[src/rtl/psram_arb.sv]
// rtl/psram_arb.sv - two-requester round-robin PSRAM arbiter that splits requests into page-safe bursts
module psram_arb #(
    parameter int MAX_BURST  = 16,
    parameter int PAGE_BYTES = 1024
) (
    input  logic             clk_i,
    input  logic             rst_n_i,
    input  logic [1:0]       req_valid_i,
    output logic [1:0]       req_ready_o,
    input  logic [1:0]       req_we_i,
    input  logic [1:0][31:0] req_addr_i,
    input  logic [1:0][7:0]  req_len_i,
    output logic [1:0]       req_done_o,
    output logic [1:0]       req_err_o,
    output logic [1:0]       grant_o,
    output logic             core_valid_o,
    output logic             core_we_o,
    output logic [31:0]      core_addr_o,
    output logic [7:0]       core_len_o,
    input  logic             core_ready_i,
    input  logic             core_done_i
);
    typedef enum logic [1:0] {S_IDLE, S_ISSUE, S_BUSY, S_DONE} state_t;

    localparam logic [31:0] PAGE_B    = 32'(PAGE_BYTES);
    localparam logic [31:0] PAGE_MASK = 32'(PAGE_BYTES - 1);
    localparam logic [7:0]  MAX_B     = 8'(MAX_BURST);

    state_t      state_q, state_d;
    logic        owner_q, owner_d;
    logic        last_q, last_d;
    logic        we_q, we_d;
    logic [31:0] addr_q, addr_d;
    logic [7:0]  rem_q, rem_d;
    logic [1:0]  err_q, err_d;

    logic        sel;
    logic [1:0]  sel_oh, own_oh;
    logic        bad;
    logic [31:0] page_left;
    logic [7:0]  chunk;

    // Tie goes to whoever was not served last; a lone requester always wins.
    always_comb begin
        sel = (req_valid_i == 2'b11) ? ~last_q : req_valid_i[1];
    end

    assign sel_oh = sel ? 2'b10 : 2'b01;
    assign own_oh = owner_q ? 2'b10 : 2'b01;
    assign bad    = req_addr_i[sel][0] || (req_len_i[sel] == 8'd0) ||
                    (req_we_i[sel] && req_len_i[sel][0]);

    always_comb begin
        page_left = PAGE_B - (addr_q & PAGE_MASK);
        chunk     = rem_q;
        if (MAX_B < chunk) begin
            chunk = MAX_B;
        end
        if (page_left < {24'd0, chunk}) begin
            chunk = page_left[7:0];
        end
    end

    always_comb begin
        state_d      = state_q;
        owner_d      = owner_q;
        last_d       = last_q;
        we_d         = we_q;
        addr_d       = addr_q;
        rem_d        = rem_q;
        err_d        = 2'b00;
        req_ready_o  = 2'b00;
        req_done_o   = 2'b00;
        grant_o      = 2'b00;
        core_valid_o = 1'b0;
        unique case (state_q)
            S_IDLE: begin
                if (rst_n_i && (req_valid_i != 2'b00)) begin
                    req_ready_o = sel_oh;
                    grant_o     = sel_oh;
                    if (bad) begin
                        err_d  = sel_oh;
                        last_d = sel;
                    end else begin
                        owner_d = sel;
                        we_d    = req_we_i[sel];
                        addr_d  = req_addr_i[sel];
                        rem_d   = req_len_i[sel];
                        state_d = S_ISSUE;
                    end
                end
            end
            S_ISSUE: begin
                grant_o      = own_oh;
                core_valid_o = 1'b1;
                if (core_ready_i) begin
                    state_d = S_BUSY;
                end
            end
            S_BUSY: begin
                grant_o = own_oh;
                if (core_done_i) begin
                    addr_d  = addr_q + {24'd0, chunk};
                    rem_d   = rem_q - chunk;
                    state_d = (rem_q == chunk) ? S_DONE : S_ISSUE;
                end
            end
            S_DONE: begin
                grant_o    = own_oh;
                req_done_o = own_oh;
                last_d     = owner_q;
                state_d    = S_IDLE;
            end
            default: state_d = S_IDLE;
        endcase
    end

    assign req_err_o   = err_q;
    assign core_we_o   = core_valid_o & we_q;
    assign core_addr_o = core_valid_o ? addr_q : 32'd0;
    assign core_len_o  = core_valid_o ? chunk : 8'd0;

    always_ff @(posedge clk_i) begin
        if (!rst_n_i) begin
            state_q <= S_IDLE;
            owner_q <= 1'b0;
            last_q  <= 1'b1;
            we_q    <= 1'b0;
            addr_q  <= 32'd0;
            rem_q   <= 8'd0;
            err_q   <= 2'b00;
        end else begin
            state_q <= state_d;
            owner_q <= owner_d;
            last_q  <= last_d;
            we_q    <= we_d;
            addr_q  <= addr_d;
            rem_q   <= rem_d;
            err_q   <= err_d;
        end
    end
endmodule

[config.mk]
export PLATFORM = sky130hd
export DESIGN_NAME = psram_arb
export DESIGN_NICKNAME = d
export VERILOG_FILES = /design/src/rtl/psram_arb.sv
export SDC_FILE = /design/constraint.sdc
export NUM_CORES = 1
export LEC_CHECK = 0
export CAP_MARGIN = 20
export CORE_ASPECT_RATIO = 0.6
export CORE_MARGIN = 2
export CORE_UTILIZATION = 44
export CTS_BUF_LIST = sky130_fd_sc_hd__clkbuf_2
export DETAILED_ROUTE_END_ITERATION = 8
export PLACE_DENSITY = 0.8
export SYNTH_ARGS = -nofsm -noshare
export SYNTH_HDL_FRONTEND = slang
export SYNTH_SLANG_ARGS = --single-unit
[constraint.sdc]
create_clock -name clk_i -period 5.2 [get_ports clk_i]
set_input_delay 1.3 -clock clk_i [delete_from_list [all_inputs] [get_ports clk_i]]
set_output_delay 1.3 -clock clk_i [all_outputs]
set_load 0.1 [all_outputs]
==> results.sh, run 1 <==
export IMPL_status="finished clean"
export IMPL_max_stage_delay_ns=0.56
export IMPL_routed_wl_mm=16.2
export IMPL_ys_warn_count=0
export IMPL_die_y_um=80.6
export IMPL_cts_made_buffers=5
export IMPL_dp_hpwl_mm=12.0
export IMPL_synth_edf_count=0
export IMPL_cp_arrival_ns=3.77
export IMPL_vias_per_cell=5.88
export IMPL_fp_row_count=27
export IMPL_drive_above_1_share_pct=15.1
export IMPL_post_route_period_util_pct=97.5
export IMPL_place_gp_congestion=0.954
export IMPL_cts_tree="done"
export IMPL_peakVddDrop_mv=0.0874
export IMPL_synth_top_area_cell="dfxtp_1"
export IMPL_port_buffer_count=137
export IMPL_firstDrtPassIters=5
export IMPL_antenna_found_initial=0
export IMPL_htreeDepth=2
export IMPL_clock_fmax_mhz=197
export IMPL_core_area_sq_mm=0.00932
export IMPL_required_ns=3.90
export IMPL_setup_tns_ns=0
export IMPL_num_vias=5270
export IMPL_avgSynthCellArea_sq_um=6.80
export IMPL_path_common_cell="buf_4"
export IMPL_syn_to_final_growth_pct=42.8
export IMPL_finalHoldViolations=0
export IMPL_drv_cap=0
export IMPL_cellLeakagePower_nw=2.53
export IMPL_synth_cells=632
export IMPL_path_clk_slew_ns=0.24
export IMPL_netSwitchingFraction_pct=41.0
export IMPL_relSlewSlack_pct=34.9
export IMPL_synth_area_sq_mm=0.00430
export IMPL_power_frac_comb_pct=47.1
export IMPL_reg2reg_depth=24
export IMPL_synthArstFlopShare_pct=0
export IMPL_reg2reg_slack_ns=0.15
export IMPL_critPathKind="reg -> out"
export IMPL_clock_sinks=47
export IMPL_timing_rr_start="addr_q[5]"
export IMPL_slew_violations=0
export IMPL_worstSkewPairLatency_ns=0.45
export IMPL_cts_root_buf="clkbuf_2"
export IMPL_crit_path_max_fanout=8
export IMPL_ys_seq_area_share_pct=21.9
export IMPL_cp_cell_sequence="or4_4, nor4_4, xor2_2, inv_2, ha_4, nand2_1, a2111oi_2, buf_4, a22oi_4, nand2_2, nand3_1, o21ai_2, buf_4, and2_4, buf_12"
export IMPL_nets=881
export IMPL_synth_top_area_share_pct=21.9
export IMPL_holdPathEnd="rem_q[5]"
export IMPL_fin_skew_ns=0.0132
export IMPL_ys_ff_latch=47
export IMPL_grt_usage_pct=30.0
export IMPL_drc=0
export IMPL_synthTopCellsByArea="dfxtp_1, nand2_1, a21oi_1, ha_1, and2_1"
export IMPL_dpl_cell_area_sq_mm=0.00595
export IMPL_postRouteAntennaNets=0
export IMPL_seq_power_share_pct=38.4
export IMPL_grt_max_degree=50
export IMPL_endpoint_kind="primary output"
export IMPL_final_setup_viol_count=0
export IMPL_hold_class="reg -> reg"
export IMPL_p_switching_mw=0.439
export IMPL_layout_min_cycle_time_ns=5.07
export IMPL_cp_slowest_cell="or4_4"
export IMPL_grt_pass1_vias=4828
export IMPL_antennaDiodeCount=0
export IMPL_hold_start="rem_q[5]"
export IMPL_hold_buffers=0
export IMPL_crit_path_start_kind="flip-flop"
export IMPL_grt_overflow=0
export IMPL_power_mw=1.07
export IMPL_num_io_pins=138
export IMPL_r2r_end="addr_q[10]"
export IMPL_initial_core_util_pct=46.1
export IMPL_p_int_mw=0.632
export IMPL_p_per_area_mw_per_mm2=174
export IMPL_power_frac_clock_pct=14.5
export IMPL_stdcell_area_sq_mm=0.00614
export IMPL_whs_path_depth=2
export IMPL_wl_per_cell_um=18.0
export IMPL_synth_distinct_cells=62
export IMPL_synth_ff_type="dfxtp_1"
export IMPL_die_area_sq_mm=0.0106
export IMPL_clockBufferDepth=2
export IMPL_fp_dieW_um=132
export IMPL_critPathLaunch="addr_q[5]"
export IMPL_tightestPinTransition_ns=0.974
export IMPL_drtIter0Drc=582
export IMPL_grt_pass1_wl_mm=25.0
cells by family after synthesis:
logic type                 after synthesis  share of synthesized area (%)
muxes                                    7                           1.63
and+or+nand+nor                        292                           32.3
DFF                                     47                           21.9
other                                    1                         0.0873
AOI/OAI and AO/OA                      178                           27.0
adders and majority gates               25                           7.63
xor gates and xnor gates                18                           3.84
buffers and inverters                   64                           5.62
per-layer routing:
layer	global-route usage (%)	wire, um	vias up
li1	-	-	2518
met1	43.0	7680	2442
met2	45.1	6700	298
met3	7.83	1660	12
met4	5.65	134	0
met5	0	0	-
cells in the final DEF (no fill, tap or decap), drive strengths merged, types with 6 or more instances in the layout:
cell type / instances
a211oi: 7
a21oi: 61
a31oi: 13
and2: 34
and3: 11
buf: 69
clkbuf: 6
clkdlybuf4s50: 96
dfxtp: 47
ha: 23
inv: 25
mux2i: 7
nand2: 119
nand3: 28
nand4: 7
nor2: 48
nor3: 17
nor4: 9
o211ai: 14
o21a: 6
o21ai: 32
xnor2: 12
xor2: 6
state kept, by name (all words and copies together) (netlist names):
register,count
we_q,1
addr_q,32
req_err_o,2
owner_q,1
last_q,1
rem_q,8
state_q,2
final cells by class:
type                    count  area (sq um)
repair buffers            166          1650
inverters                  25          93.8
fillers                   845          3190
clock buffers               6          30.0
flip-flops and latches     47           948
multi-input cells         523          3250
well taps                 130           163
through the flow:
stage | cells | worst slack (ns) | util, % | hold WS, ns
after floorplan | 634 | -0.123 | - | 0.449
after global placement | 882 | 0.154 | 63.7 | 0.462
after detailed placement | 883 | 0.00517 | 63.8 | 0.481
after CTS | 890 | 0.0185 | 64.4 | 0.515
after global routing | 897 | -0.0420 | 65.8 | 0.540
final | 897 | 0.129 | 65.8 | 0.520
power groups by stage:
| stage | Clock, mW | Sequential (mW) | Combinational, mW |
|---|---|---|---|
| global route | 0.172 | 0.415 | 0.543 |
| detailed placement | 0 | 0.417 | 0.472 |
| floorplan | 0 | 0.414 | 0.291 |
| global placement | 0 | 0.416 | 0.462 |
| CTS | 0.155 | 0.410 | 0.481 |
| finish | 0.155 | 0.411 | 0.504 |
worst max-delay path: cells and delay by family (launching register included):
kind / cells / cell delay [ns]
fa+ha+maj: 1 / 0.27
buf+inv: 4 / 0.59
simple gates: 6 / 1.33
xor+xnor: 1 / 0.26
compound gates: 3 / 0.48
flops: 1 / 0.38
cell usage after synthesis (3+ instances only):
library cell and instances:
a211oi_1 7, a21o_1 5, a21oi_1 61, a22oi_1 3, a311oi_1 5, a31oi_1 13, and2_1 33, and3_1 11
clkbuf_1 36, dfxtp_1 47, ha_1 23, inv_1 25, mux2i_1 7, nand2_1 118, nand2b_1 4, nand3_1 28
nand4_1 7, nor2_1 48, nor2b_1 4, nor3_1 17, nor4_1 9, o211ai_1 14, o21a_1 6, o21ai_0 30
o21bai_1 4, o22ai_1 5, o311a_1 4, xnor2_1 11, xor2_1 6
how the worst max path moves through the flow:
| stage | endpoint | slack (ns) | depth (start not counted) |
|---|---|---|---|
| 2_1_floorplan | core_len_o[5] | -0.12 | 10 |
| 3_3_place_gp | addr_q[20] | 0.15 | 23 |
| 3_5_place_dp | addr_q[20] | 0.005 | 23 |
| 4_1_cts | core_len_o[0] | 0.02 | 15 |
| 5_1_grt | addr_q[10] | -0.04 | 24 |
| 6_report | core_len_o[0] | 0.13 | 15 |
timing repair:
action,CTS,global route
setup buffers,1,5
pin swaps,0,6
resized for setup,7,16
endpoints found under the setup margin,8,14
gates cloned,0,1
Power figures use the tool's default switching activity.
==> run 2: changes to the inputs <==
Settings changed: ABC_AREA from default to 1, CORE_UTILIZATION 44 to 45, REMOVE_ABC_BUFFERS from default to 1.
==> results.sh, run 2 <==
export IMPL_drive_above_1_share_pct=10.5
export IMPL_place_gp_congestion=0.937
export IMPL_clockBufferDepth=2
export IMPL_clock_fmax_mhz=204
export IMPL_fin_skew_ns=0.0286
export IMPL_cp_arrival_ns=3.60
export IMPL_regMostFlops="addr_q"
export IMPL_port_buffer_count=137
export IMPL_drv_cap=0
export IMPL_ys_seq_area_share_pct=20.7
export IMPL_fp_dieW_um=134
export IMPL_post_route_period_util_pct=94.3
export IMPL_wl_per_cell_um=14.8
export IMPL_grt_pass1_wl_mm=23.8
export IMPL_grt_overflow=0
export IMPL_num_io_pins=138
export IMPL_grt_pass1_vias=4671
export IMPL_clock_sinks=47
export IMPL_synth_edf_count=0
export IMPL_ys_warn_count=0
export IMPL_worstSkewPairLatency_ns=0.47
export IMPL_yosysMostFrequentCell="nor2_1"
export IMPL_synth_top_area_share_pct=20.7
export IMPL_ys_ff_latch=47
export IMPL_routed_wl_mm=15.2
export IMPL_status="finished clean"
export IMPL_synth_top_family_by_area="simple AND/OR/NAND/NOR gates"
export IMPL_tightestPinTransition_ns=0.971
export IMPL_multi_input_area_sq_mm=0.00310
export IMPL_critPathKind="reg -> out"
export IMPL_fin_util_pct=60.8
export IMPL_holdWs_ns=0.481
export IMPL_slew_violations=0
export IMPL_path_clk_slew_ns=0.28
export IMPL_core_area_sq_mm=0.00984
export IMPL_synth_mux_area_share_pct=0.880
export IMPL_hold_buffers=0
export IMPL_relSlewSlack_pct=35.1
export IMPL_synth_distinct_cells=46
export IMPL_synth_fa_ha_area_share_pct=7.21
export IMPL_htreeDepth=2
export IMPL_drc=0
export IMPL_crit_path_start_kind="flip-flop"
export IMPL_largest_reg_flops=32
export IMPL_avgSynthCellArea_sq_um=5.92
export IMPL_top_regs="addr_q: 32 flops, rem_q: 8 flops"
export IMPL_firstDrtPassIters=5
export IMPL_drtIter0Drc=526
export IMPL_syn_to_final_growth_pct=31.5
export IMPL_synth_xor_area_share_pct=2.31
export IMPL_die_area_sq_mm=0.0110
export IMPL_final_common_cell="nor2_1"
export IMPL_synth_simple_area_share_pct=34.0
export IMPL_num_fill_cells=963
export IMPL_cts_made_buffers=5
export IMPL_dp_hpwl_mm=11.3
export IMPL_vias_per_cell=5.31
export IMPL_crit_path_max_fanout=11
export IMPL_nets=1003
export IMPL_endpoint_kind="primary output"
export IMPL_synth_compound_area_share_pct=23.1
export IMPL_final_setup_viol_count=0
export IMPL_finalHoldViolations=0
export IMPL_num_vias=5453
export IMPL_rsz0062_at_grt="no"
export IMPL_hold_class="reg -> reg"
export IMPL_required_ns=3.90
export IMPL_peakVddDrop_mv=0.134
export IMPL_cts_root_buf="clkbuf_2"
export IMPL_antenna_found_initial=0
export IMPL_synthArstFlopShare_pct=0
export IMPL_synth_common_cells="nor2_1, nand2_1, o21ai_0"
export IMPL_cellLeakagePower_nw=2.44
export IMPL_grt_max_degree=57
export IMPL_mostFrequentLayoutCells="nor2_1, nand2_1, o21ai_0"
export IMPL_synth_area_sq_mm=0.00455
export IMPL_synthTopCellsByArea="dfxtp_1, nor2_1, nand2_1, o21ai_0, inv_1"
export IMPL_die_y_um=81.9
export IMPL_seqCellArea_sq_um=942
export IMPL_synth_cells=769
export IMPL_cts_tree="done"
export IMPL_initial_core_util_pct=46.2
export IMPL_antennaDiodeCount=0
export IMPL_p_per_area_mw_per_mm2=194
export IMPL_synth_ff_type="dfxtp_1"
export IMPL_layout_min_cycle_time_ns=4.90
export IMPL_synth_top_area_cell="dfxtp_1"
export IMPL_postRouteAntennaNets=0
export IMPL_grt_usage_pct=27.3
export IMPL_fp_row_count=28
==> run 2: changes by cell type after synthesis, moves of 8 or more <==
cell	change
o21ai_1	+12
a31oi_1	-9
and2_1	-32
and3_1	-11
inv_1	+58
o211ai_1	-13
a21oi_1	-12
clkbuf_1	-16
o21ai_0	+69
nand2_1	+15
nor2_1	+106
a211oi_2	+8
==> run 2: final cells by class <==
| class | count | share of cell area [%] |
|---|---|---|
| multi-input cells | 603 | 51.8 |
| repair buffers | 146 | 23.3 |
| flip-flops and latches | 47 | 15.7 |
| inverters | 87 | 5.58 |
| well taps | 135 | 2.82 |
| clock buffers | 5 | 0.418 |
| clock inverters | 3 | 0.314 |
==> run 2: worst paths after layout <==
path	start	end	slack, ns	cells after the start
worst max register to register	addr_q[1]	addr_q[30]	0.54	30
worst max-delay path	addr_q[1]	core_len_o[3]	0.30	16
worst min-delay path	we_q	we_q	0.48	2
worst min register to register	we_q	we_q	0.48	2
==> run 2: cells by family (layout without fill, tap and decap cells) <==
logic type / after synthesis / after routing
simple gates: 369 / 369
compound gates: 190 / 190
buf+inv: 121 / 241
flops: 47 / 47
fa+ha+maj: 25 / 25
xor+xnor: 12 / 12
mux: 4 / 4
other cells: 1 / 3
==> run 2: metrics by stage <==
step                total power, mW  setup WS (ns)  area, sq um  TNS [ns]  instances
floorplan                     0.791         -0.844         4360    -25.88        737
global placement              0.976          0.674         5920         0       1018
detailed placement            0.980          0.513         5920         0       1018
CTS                            1.15          0.162         5960         0       1026
global route                   1.24        0.00301         5980         0       1026
finish                         1.16          0.298         5980         0       1026
==> run 2: timing repair <==
action | CTS | global route
gates resized for setup | 0 | 6
endpoints found under the setup margin | 0 | 24
setup buffers | 0 | 0
==> run 2: power by group <==
| part | switching, mW | leakage [nW] | internal, mW |
|---|---|---|---|
| clock | 0.138 | 0.0331 | 0.0337 |
| combinational | 0.347 | 2.03 | 0.216 |
| sequential | 0.0324 | 0.385 | 0.391 |
==> run 2: worst max-delay path, stage by stage, from the launching register on <==
cell and delay, ns:
dfxtp_2 0.41, inv_1 0.13, ha_1 0.21, nand3_1 0.13, nor2_1 0.14, nand2_1 0.08
xor2_1 0.20, inv_1 0.07, ha_1 0.19, a211oi_1 0.19, nand4_1 0.15, nor2_2 0.24
nand2_4 0.13, o21ai_0 0.31, inv_1 0.15, nor2_1 0.11, buf_4 0.29
==> run 2: per-layer routing <==
layer / up-vias / wire length (um) / global-route usage (%)
li1: 2769 / - / -
met4: 0 / 42 / 2.23
met1: 2420 / 7830 / 43.0
met2: 258 / 5580 / 37.6
met5: - / 0 / 0
met3: 6 / 1720 / 6.79
==> run 3: changes to the inputs <==
Settings changed: ABC_AREA 1 to default, CORE_UTILIZATION 45 to 44.
==> results.sh, run 3 (synthesized netlist as in run 1, its figures left out) <==
export IMPL_cp_cell_sequence="or4_4, nor4_4, xor2_1, inv_1, ha_1, nand2_1, a2111oi_4, buf_4, a22oi_4, a31oi_1, buf_4, nor2_2, buf_12"
export IMPL_fin_util_pct=65.3
export IMPL_die_area_sq_mm=0.0106
export IMPL_path_clk_slew_ns=0.23
export IMPL_firstDrtPassIters=5
export IMPL_slew_violations=0
export IMPL_clockBufferDepth=2
export IMPL_routed_wl_mm=15.7
export IMPL_antenna_found_initial=0
export IMPL_fp_row_count=27
export IMPL_reg2reg_depth=23
export IMPL_die_y_um=80.6
export IMPL_power_mw=1.10
export IMPL_peakVddDrop_mv=0.130
export IMPL_largest_reg_flops=32
export IMPL_vias_per_cell=5.98
export IMPL_port_buffer_count=137
export IMPL_reg2reg_slack_ns=0.25
export IMPL_antennaDiodeCount=0
export IMPL_mostFrequentLayoutCells="nand2_1, clkdlybuf4s50_1, a21oi_1"
export IMPL_tightestPinTransition_ns=1.01
export IMPL_grt_pass1_vias=5022
export IMPL_r2r_end="addr_q[20]"
export IMPL_num_fill_cells=842
export IMPL_num_vias=5355
export IMPL_final_common_cell="nand2_1"
export IMPL_holdWs_ns=0.504
export IMPL_cts_tree="done"
export IMPL_path_common_cell="buf_4"
export IMPL_grt_overflow=0
export IMPL_path_buf_inv=4
export IMPL_relSlewSlack_pct=32.9
export IMPL_critPathTopFamily="simple AND/OR/NAND/NOR gates"
export IMPL_required_ns=3.90
export IMPL_setup_tns_ns=0
export IMPL_place_gp_congestion=0.901
export IMPL_final_setup_viol_count=0
export IMPL_syn_to_final_growth_pct=41.6
export IMPL_crit_path_max_fanout=8
export IMPL_grt_usage_pct=28.8
export IMPL_cts_made_buffers=5
export IMPL_hold_buffers=0
export IMPL_num_io_pins=138
export IMPL_grt_max_degree=33
export IMPL_fp_dieW_um=132
export IMPL_layout_min_cycle_time_ns=5.06
export IMPL_crit_cells=13
export IMPL_cts_root_buf="clkbuf_2"
export IMPL_grt_pass1_wl_mm=24.8
export IMPL_max_stage_delay_ns=0.58
export IMPL_clock_fmax_mhz=197
export IMPL_drive_above_1_share_pct=13.1
export IMPL_endpoint_kind="primary output"
export IMPL_cellLeakagePower_nw=2.53
export IMPL_drtIter0Drc=601
export IMPL_status="finished clean"
export IMPL_worstSkewPairLatency_ns=0.45
export IMPL_drv_cap=0
export IMPL_rsz0062_at_grt="yes"
export IMPL_cp_arrival_ns=3.76
export IMPL_core_area_sq_mm=0.00932
export IMPL_p_per_area_mw_per_mm2=181
export IMPL_nets=879
export IMPL_finalHoldViolations=0
export IMPL_hold_class="reg -> reg"
export IMPL_seqCellArea_sq_um=942
export IMPL_htreeDepth=2
export IMPL_initial_core_util_pct=46.1
export IMPL_post_route_period_util_pct=97.4
export IMPL_clock_sinks=47
export IMPL_holdPathEnd="rem_q[5]"
export IMPL_regMostFlops="addr_q"
export IMPL_multi_input_area_sq_mm=0.00321
export IMPL_postRouteAntennaNets=0
export IMPL_wl_per_cell_um=17.5
export IMPL_dp_hpwl_mm=11.5
export IMPL_timing_rr_start="addr_q[2]"
export IMPL_top_regs="addr_q: 32 flops, rem_q: 8 flops"
export IMPL_cp_slowest_cell="or4_4"
export IMPL_crit_path_start_kind="flip-flop"
export IMPL_drc=0
export IMPL_hold_start="rem_q[5]"
export IMPL_critPathKind="reg -> out"
export IMPL_fin_skew_ns=0.0141
export IMPL_whs_path_depth=2
==> run 3: changes by cell type in the layout (fill, tap and decap cells not counted), moves of 10 or more <==
cell      previous run  this run
and2_1               1        33
and3_1               0        11
o21ai_1             14         3
o21ai_0             99        27
nor2_1             153        47
inv_1               83        25
a21oi_1             49        59
o211ai_1             1        14
nand2_1            132       118
==> run 3: what timing repair did <==
action	4_1_cts	5_1_grt
resized for setup	3	13
gates cloned	0	1
buffers inserted	0	7
pin swaps	0	3
setup endpoints to repair	11	26
==> run 3: worst min-delay path: stages (launching register included) <==
cell and delay (ns):
dfxtp_1 0.39, nand2_1 0.06, a21oi_1 0.05
==> run 3: worst max path at each step <==
| stage | from | end |
|---|---|---|
| final | addr_q[2] | core_len_o[1] |
| after global routing | addr_q[1] | core_len_o[1] |
| after CTS | addr_q[2] | addr_q[18] |
| after detailed placement | addr_q[2] | addr_q[20] |
| after global placement | addr_q[2] | addr_q[20] |
| after floorplan | addr_q[2] | core_len_o[5] |
==> run 3: final cells by class <==
| class | count | share of cell area (%) |
|---|---|---|
| Inverter | 25 | 1.54 |
| Sequential cell | 47 | 15.5 |
| Multi-Input combinational cell | 523 | 52.7 |
| Tap cell | 130 | 2.67 |
| Clock inverter | 1 | 0.493 |
| Clock buffer | 6 | 0.493 |
| Timing Repair Buffer | 164 | 26.7 |
==> run 3: stage by stage <==
step	cells	instance area, sq um	setup slack (ns)
global placement	880	5890	0.220
detailed placement	880	5890	-0.167
global route	896	6090	-0.0167
CTS	887	5960	0.0244
finish	896	6090	0.136
floorplan	595	4160	-0.913
==> run 3: per-layer routing <==
layer / up-vias / global-route usage, % / share of wire [%]
met5: - / 0 / 0
met4: 0 / 5.98 / 0.95
met2: 327 / 44.5 / 42
met3: 18 / 6.82 / 12
met1: 2493 / 40.9 / 45
li1: 2517 / - / -
==> run 3: power breakdown <==
group          internal [mW]  leakage (nW)  switching, mW  total (mW)
Sequential             0.383         0.383         0.0258       0.409
Combinational          0.212          2.11          0.278       0.490
Clock                 0.0807        0.0391          0.125       0.206
==> RTL edit 1, RTL diff (config.mk and constraints of run 1) <==
`addr_q` no longer has a reset.
--- a/src/rtl/psram_arb.sv
+++ b/src/rtl/psram_arb.sv
@@ -126,7 +126,6 @@
             owner_q <= 1'b0;
             last_q  <= 1'b1;
             we_q    <= 1'b0;
-            addr_q  <= 32'd0;
             rem_q   <= 8'd0;
             err_q   <= 2'b00;
         end else begin
@@ -134,10 +133,13 @@
             owner_q <= owner_d;
             last_q  <= last_d;
             we_q    <= we_d;
-            addr_q  <= addr_d;
             rem_q   <= rem_d;
             err_q   <= err_d;
         end
     end
+
+    always_ff @(posedge clk_i) begin
+        addr_q <= addr_d;
+    end
 endmodule
 
Function: same outputs for any inputs over 4 cycles, from zero or initial values and one cycle with rst_n_i low; that may be too few to reach the edited logic, so the function may still have changed.
==> RTL edit 1 against run 1 <==
- die area up 5.2%
- via count decreased by 10%
- area after synthesis rose by 5.4%
- first-iteration DRC count fell by 23%
- design area up 4.6%
- core utilization is 1.3 points lower
- sequential share of layout area is 4.2 points higher
- fmax shrank 0.20%
- worst setup slack worse by 0.010 ns
- sequential cell count is the same
- wire length is 8.7% lower
- hold slack improved by 0.0025 ns
- largest cell class unchanged
Power is not compared: it rests on default switching activity, and its combinational part moved more than twofold at a synthesized area within 25%.
==> RTL edit 1: results (changes against run 1) <==
Parameter                              Value

Status
  Result of the run ... finished, final reports clean

Synth
  Adder-Cell Fraction of Synth Area ... 0.0724 (-0.00390)
  Area fraction in compound gates after synthesis ... 0.211 (-0.0585)
  Proportion of synthesized area in mux cells ... 0.0572 (+0.0409)
  Number of synthesized flops with an enable pin ... 32 (+32)
  Portion of the post-synthesis area used by sequential elements ... 0.278 (+0.0595)
  Leading cell types by count after synthesis ... sky130_fd_sc_hd__a211oi_1, sky130_fd_sc_hd__nor2_1, sky130_fd_sc_hd__and2_1, sky130_fd_sc_hd__nand2_1, sky130_fd_sc_hd__a21oi_1
  Largest cells by area after synthesis ... sky130_fd_sc_hd__edfxtp_1, sky130_fd_sc_hd__dfxtp_1, sky130_fd_sc_hd__ha_1
  Synthesized area per cell ... 8.25 um2 (+21%)
  Number of distinct library cells after synthesis ... 63 (+1.6%)
  Dominant synthesized flop cell ... sky130_fd_sc_hd__edfxtp_1
  Xor-xnor portion of the synthesized cell area ... 0.0577 (+0.0193)

Placed design
  RePlAce Congestion ... 0.926 (-2.9%)
  Placed cell areas ... 0.00614 mm2 (+3.3%)
  HPWL after detailed placement ... 11100 um (-6.9%)
  Count of placed standard cells including taps ... 809 (-8.4%)
  Pre-CTS setup slack ... -0.0571 ns (-0.0623 ns)

Route
  Per-cell routed wire length ... 17.9 um (-0.67%)
  Detailed Routing Iterations Pass 1 ... 7 (+2)
  Number of DRC markers after the initial detailed-route iteration ... 448 (-23%)
  Count of vias placed by the detailed router ... 4725 (-10%)

GRT
  Number of global-route vias before repair ... 4432 (-8.2%)
  First-pass GRT wire length ... 22700 um (-9.2%)
  Largest net degree at the start of global routing ... 67 (+34%)
  Number of antenna violations at the first check in global routing ... 0 (unchanged)
  Tot GR Track Use ... 0.258 (-0.0413)

Worst setup path
  Data arrival time of the critical path ... 3.78 ns (about the same)

Clock tree
  Clock buffer depth ... 2 (unchanged)
  Root Buffer ... sky130_fd_sc_hd__clkbuf_2
  H-tree depth reported by CTS ... 2 (unchanged)
  Cts bufs inserted ... 5 (unchanged)
  Clk pin slew, worst setup/hold paths ... 0.26 ns (+0.02 ns)

Power and ir drop
  Leak pwr ... 2.45 nW
  Switching share of power ... 0.489

Finish
  Nets@finish ... 801 (-9.1%)
  Number of non-filler instances in the completed layout ... 824 (-8.1%)
  Ratio of cells with drive above 1 in the final layout ... 0.170 (+0.0186)

Timing
  Final hold violation count ... 0 (unchanged)
  Worst clock skew ... 0.0223 ns (+0.00909 ns)
  Actual transition at the worst max-transition pin ... 0.991 ns (+0.0176 ns)
==> RTL edit 1: cell count changes after synthesis, moves of 16 or more <==
cell,delta
sky130_fd_sc_hd__dfxtp_1,-32
sky130_fd_sc_hd__nor2b_1,+23
sky130_fd_sc_hd__nand3_1,-16
sky130_fd_sc_hd__a21oi_1,-27
sky130_fd_sc_hd__edfxtp_1,+32
sky130_fd_sc_hd__a211oi_1,+30
sky130_fd_sc_hd__nand2_1,-82
==> RTL edit 1: power by group through the flow <==
stage / Clock (mW) / Sequential, mW / Combinational, mW
detailed placement: 0 / 0.549 / 1.11
finish: 0.217 / 0.543 / 1.19
floorplan: 0 / 0.533 / 0.774
CTS: 0.214 / 0.540 / 1.11
global route: 0.233 / 0.550 / 1.28
global placement: 0 / 0.547 / 1.09
==> RTL edit 1: worst max-delay path, cell delays in order (launching register included) <==
cell,delay (ns)
sky130_fd_sc_hd__edfxtp_1,0.48
sky130_fd_sc_hd__buf_4,0.17
sky130_fd_sc_hd__inv_2,0.08
sky130_fd_sc_hd__ha_2,0.19
sky130_fd_sc_hd__nor3b_4,0.19
sky130_fd_sc_hd__nand2_1,0.12
sky130_fd_sc_hd__xnor2_2,0.17
sky130_fd_sc_hd__inv_1,0.08
sky130_fd_sc_hd__ha_1,0.25
sky130_fd_sc_hd__a21o_1,0.18
sky130_fd_sc_hd__nand2_1,0.06
sky130_fd_sc_hd__nand4b_1,0.19
sky130_fd_sc_hd__or2_4,0.32
sky130_fd_sc_hd__buf_8,0.15
sky130_fd_sc_hd__mux2i_4,0.18
sky130_fd_sc_hd__buf_4,0.17
sky130_fd_sc_hd__nor2_4,0.12
sky130_fd_sc_hd__buf_12,0.20
==> RTL edit 1: what timing repair did <==
action	CTS	global route
pin swaps	0	5
endpoints found under the setup margin	6	29
gates resized for setup	2	35
endpoints found under the hold margin	0	0
cloned	0	0
setup buffers	1	6
==> RTL edit 1: final timing paths <==
check	startpoint	endpoint	slack [ns]	cells after the start
min	we_q	we_q	0.52	2
max	addr_q[1]	core_len_o[2]	0.12	17
max reg2reg	addr_q[3]	addr_q[18]	0.26	20
min reg2reg	we_q	we_q	0.52	2
==> RTL edit 1: cell type report <==
class	count	area, um2
fillers	841	3530
multi-input cells	439	3200
repair buffers	163	1600
flip-flops and latches	47	1260
well taps	135	169
inverters	32	123
clock buffers	7	35.0
clock inverters	1	30.0
==> RTL edit 1: metal layers <==
metal / part of all wire / vias up / GRT usage
met2: 0.43 / 238 / 0.396
met3: 0.11 / 9 / 0.0562
met5: 0 / - / 0
met4: 0.0040 / 0 / 0.0406
li1: - / 2278 / -
met1: 0.46 / 2200 / 0.380
==> RTL edit 2, RTL diff (config.mk and constraints of run 1) <==
Without the edit above. `PAGE_BYTES`: 1024 -> 768.
--- a/src/rtl/psram_arb.sv
+++ b/src/rtl/psram_arb.sv
@@ -1,7 +1,7 @@
 // rtl/psram_arb.sv - two-requester round-robin PSRAM arbiter that splits requests into page-safe bursts
 module psram_arb #(
     parameter int MAX_BURST  = 16,
-    parameter int PAGE_BYTES = 1024
+    parameter int PAGE_BYTES = 768
 ) (
     input  logic             clk_i,
     input  logic             rst_n_i,
Function: changed (a bounded check fails within 4 cycles, from zero or initial values and one cycle with rst_n_i low).
==> RTL edit 2 against run 1 <==
- clock skew rose by 0.023 ns
- via count rose by 3.2%
- area after synthesis rose by 5.5%
- register-to-register slack improved by 0.08 ns
- core utilization fell by 4.1 points
- wire length rose by 3.3%
- final cell count rose by 1.1%
- die area rose by 5.3%
- total power rose by 14%
- sequential cell count did not move
- design area barely moved
- hold slack got worse by 0.010 ns
- worst setup slack improved by 0.042 ns
- highest routed layer unchanged
==> RTL edit 2: results (changes against run 1) <==
Parameter                              Value

Clock tree
  Clock buffer depth ... 2 (unchanged)
  Post-CTS Setup Inserts ... 2 (+1)
  Post-CTS Resized ... 2 (-5)
  Clk pin slew, worst setup/hold paths ... 0.26 ns (+0.02 ns)

Worst setup path
  Worst setup path endpoint ... core_len_o[1]
  Data arrival time of the critical path ... 3.73 ns (-0.04 ns)
  Critical register-to-register path endpoint ... addr_q[28]
  Critical Path Fanout Max ... 6 (-2)
  Worst R2R Path Depth ... 22 (-8.3%)
  Startpoint of the worst setup timing path ... addr_q[0]

Placed design
  Placed cell areas ... 0.00600 mm2 (+0.97%)
  HPWL after detailed placement ... 12400 um (+3.5%)
  Count of placed standard cells including taps ... 894 (+1.2%)
  Pre-CTS setup slack ... 0.0591 ns (+0.0540 ns)
  RePlAce Congestion ... 0.974 (+2.1%)

GRT
  Number of global-route vias before repair ... 4931 (+2.1%)
  Fraction of met1 tracks used by global routing ... 0.432 (+0.00152)
  Met3 Usage GRT ... 0.0678 (-0.0105)
  Tot GR Track Use ... 0.296 (-0.00399)
  GRT met2 Usage ... 0.445 (-0.00664)
  First-pass GRT wire length ... 25800 um (+3.1%)
  Largest net degree at the start of global routing ... 49 (-2.0%)

Route
  M1 WL ... 7870 um (+2.4%)
  Number of DRC markers after the initial detailed-route iteration ... 672 (+15%)
  Met3 WL ... 2000 um (+20%)
  Number of vias per cell after detailed routing ... 5.99 (+2.0%)
  Routed length on met2 ... 6650 um (-0.79%)
  Per-cell routed wire length ... 18.4 um (+2.2%)

Timing
  Worst clock skew ... 0.0358 ns (+0.0226 ns)
  Final hold slack ... 0.509 ns (-0.0101 ns)
  Actual transition at the worst max-transition pin ... 1.01 ns (+0.0353 ns)
  Worst path setup slack after routing ... 0.171 ns (+0.0422 ns)

Synth
  Synthesized area per cell ... 7.03 um2 (+3.4%)
  Largest cells by area after synthesis ... sky130_fd_sc_hd__dfxtp_1, sky130_fd_sc_hd__nand2_1, sky130_fd_sc_hd__ha_1
  Number of distinct library cells after synthesis ... 76 (+23%)
  Portion of the post-synthesis area used by sequential elements ... 0.208 (-0.0114)
  Leading cell types by count after synthesis ... sky130_fd_sc_hd__nand2_1, sky130_fd_sc_hd__nor2_1, sky130_fd_sc_hd__a21oi_1, sky130_fd_sc_hd__dfxtp_1

Hold path
  Hold path startpoint ... rem_q[2]
  Endpoint of the worst hold-timing path ... rem_q[2]

Finish
  Number of non-filler instances in the completed layout ... 907 (+1.1%)
  Ratio of cells with drive above 1 in the final layout ... 0.135 (-0.0165)

Status
  Result of the run ... finished, final reports clean

Power and ir drop
  Worst voltage drop across the vdd grid ... 141 uV (+62%)
  Share of total power in sequential cells ... 0.350 (-0.034)
  Flip-flop and latch power ... 0.427 mW (+4%)
  Cell Int Power ... 0.710 mW (+12%)
  Clock share of power ... 0.174 (+0.029)
  Leak pwr ... 2.54 nW (+0.27%)
RTL edit 2: changes by cell type in the layout (fill, tap and decap cells not counted), sizes merged, moves of 5 or more:
cell,run 1,this run
nand2,119,101
o221ai,0,5
o21ai,32,27
buf,69,57
mux2i,7,12
a21oi,61,52
o31ai,1,6
nor2,48,63
RTL edit 2: worst max-delay path, stage by stage (launching register included):
cell and delay, ns:
sky130_fd_sc_hd__dfxtp_2 0.42, sky130_fd_sc_hd__inv_1 0.17, sky130_fd_sc_hd__ha_2 0.24, sky130_fd_sc_hd__nand2_1 0.09
sky130_fd_sc_hd__or3_1 0.35, sky130_fd_sc_hd__xor2_2 0.17, sky130_fd_sc_hd__ha_1 0.27, sky130_fd_sc_hd__a21o_1 0.19
sky130_fd_sc_hd__a211oi_2 0.27, sky130_fd_sc_hd__nand2_2 0.14, sky130_fd_sc_hd__nor2_4 0.20, sky130_fd_sc_hd__mux2i_2 0.26
sky130_fd_sc_hd__buf_4 0.18, sky130_fd_sc_hd__nor2_1 0.07, sky130_fd_sc_hd__buf_12 0.22
RTL edit 2: cells by family (layout without fill, tap and decap cells):
group | count (synthesis) | after routing | share of synthesized area
AO/OA/AOI/OAI | 180 | 180 | 0.268
XOR/XNOR | 13 | 13 | 0.0251
adder cells (fa/ha/maj) | 25 | 25 | 0.0723
buffers and inverters | 67 | 192 | 0.0690
flip-flops | 47 | 47 | 0.208
multiplexers | 12 | 12 | 0.0265
other | 1 | 3 | 0.000827
AND/OR/NAND/NOR | 300 | 300 | 0.331
RTL edit 2: layout make-up:
cell class                 instances  area [um2]
clock buffer                       6        30.0
clock inverter                     1        30.0
fill                             894        3810
inverter                          28         105
multi-input combinational        533        3350
sequential                        47         943
tap                              135         169
timing repair buffer             157        1520
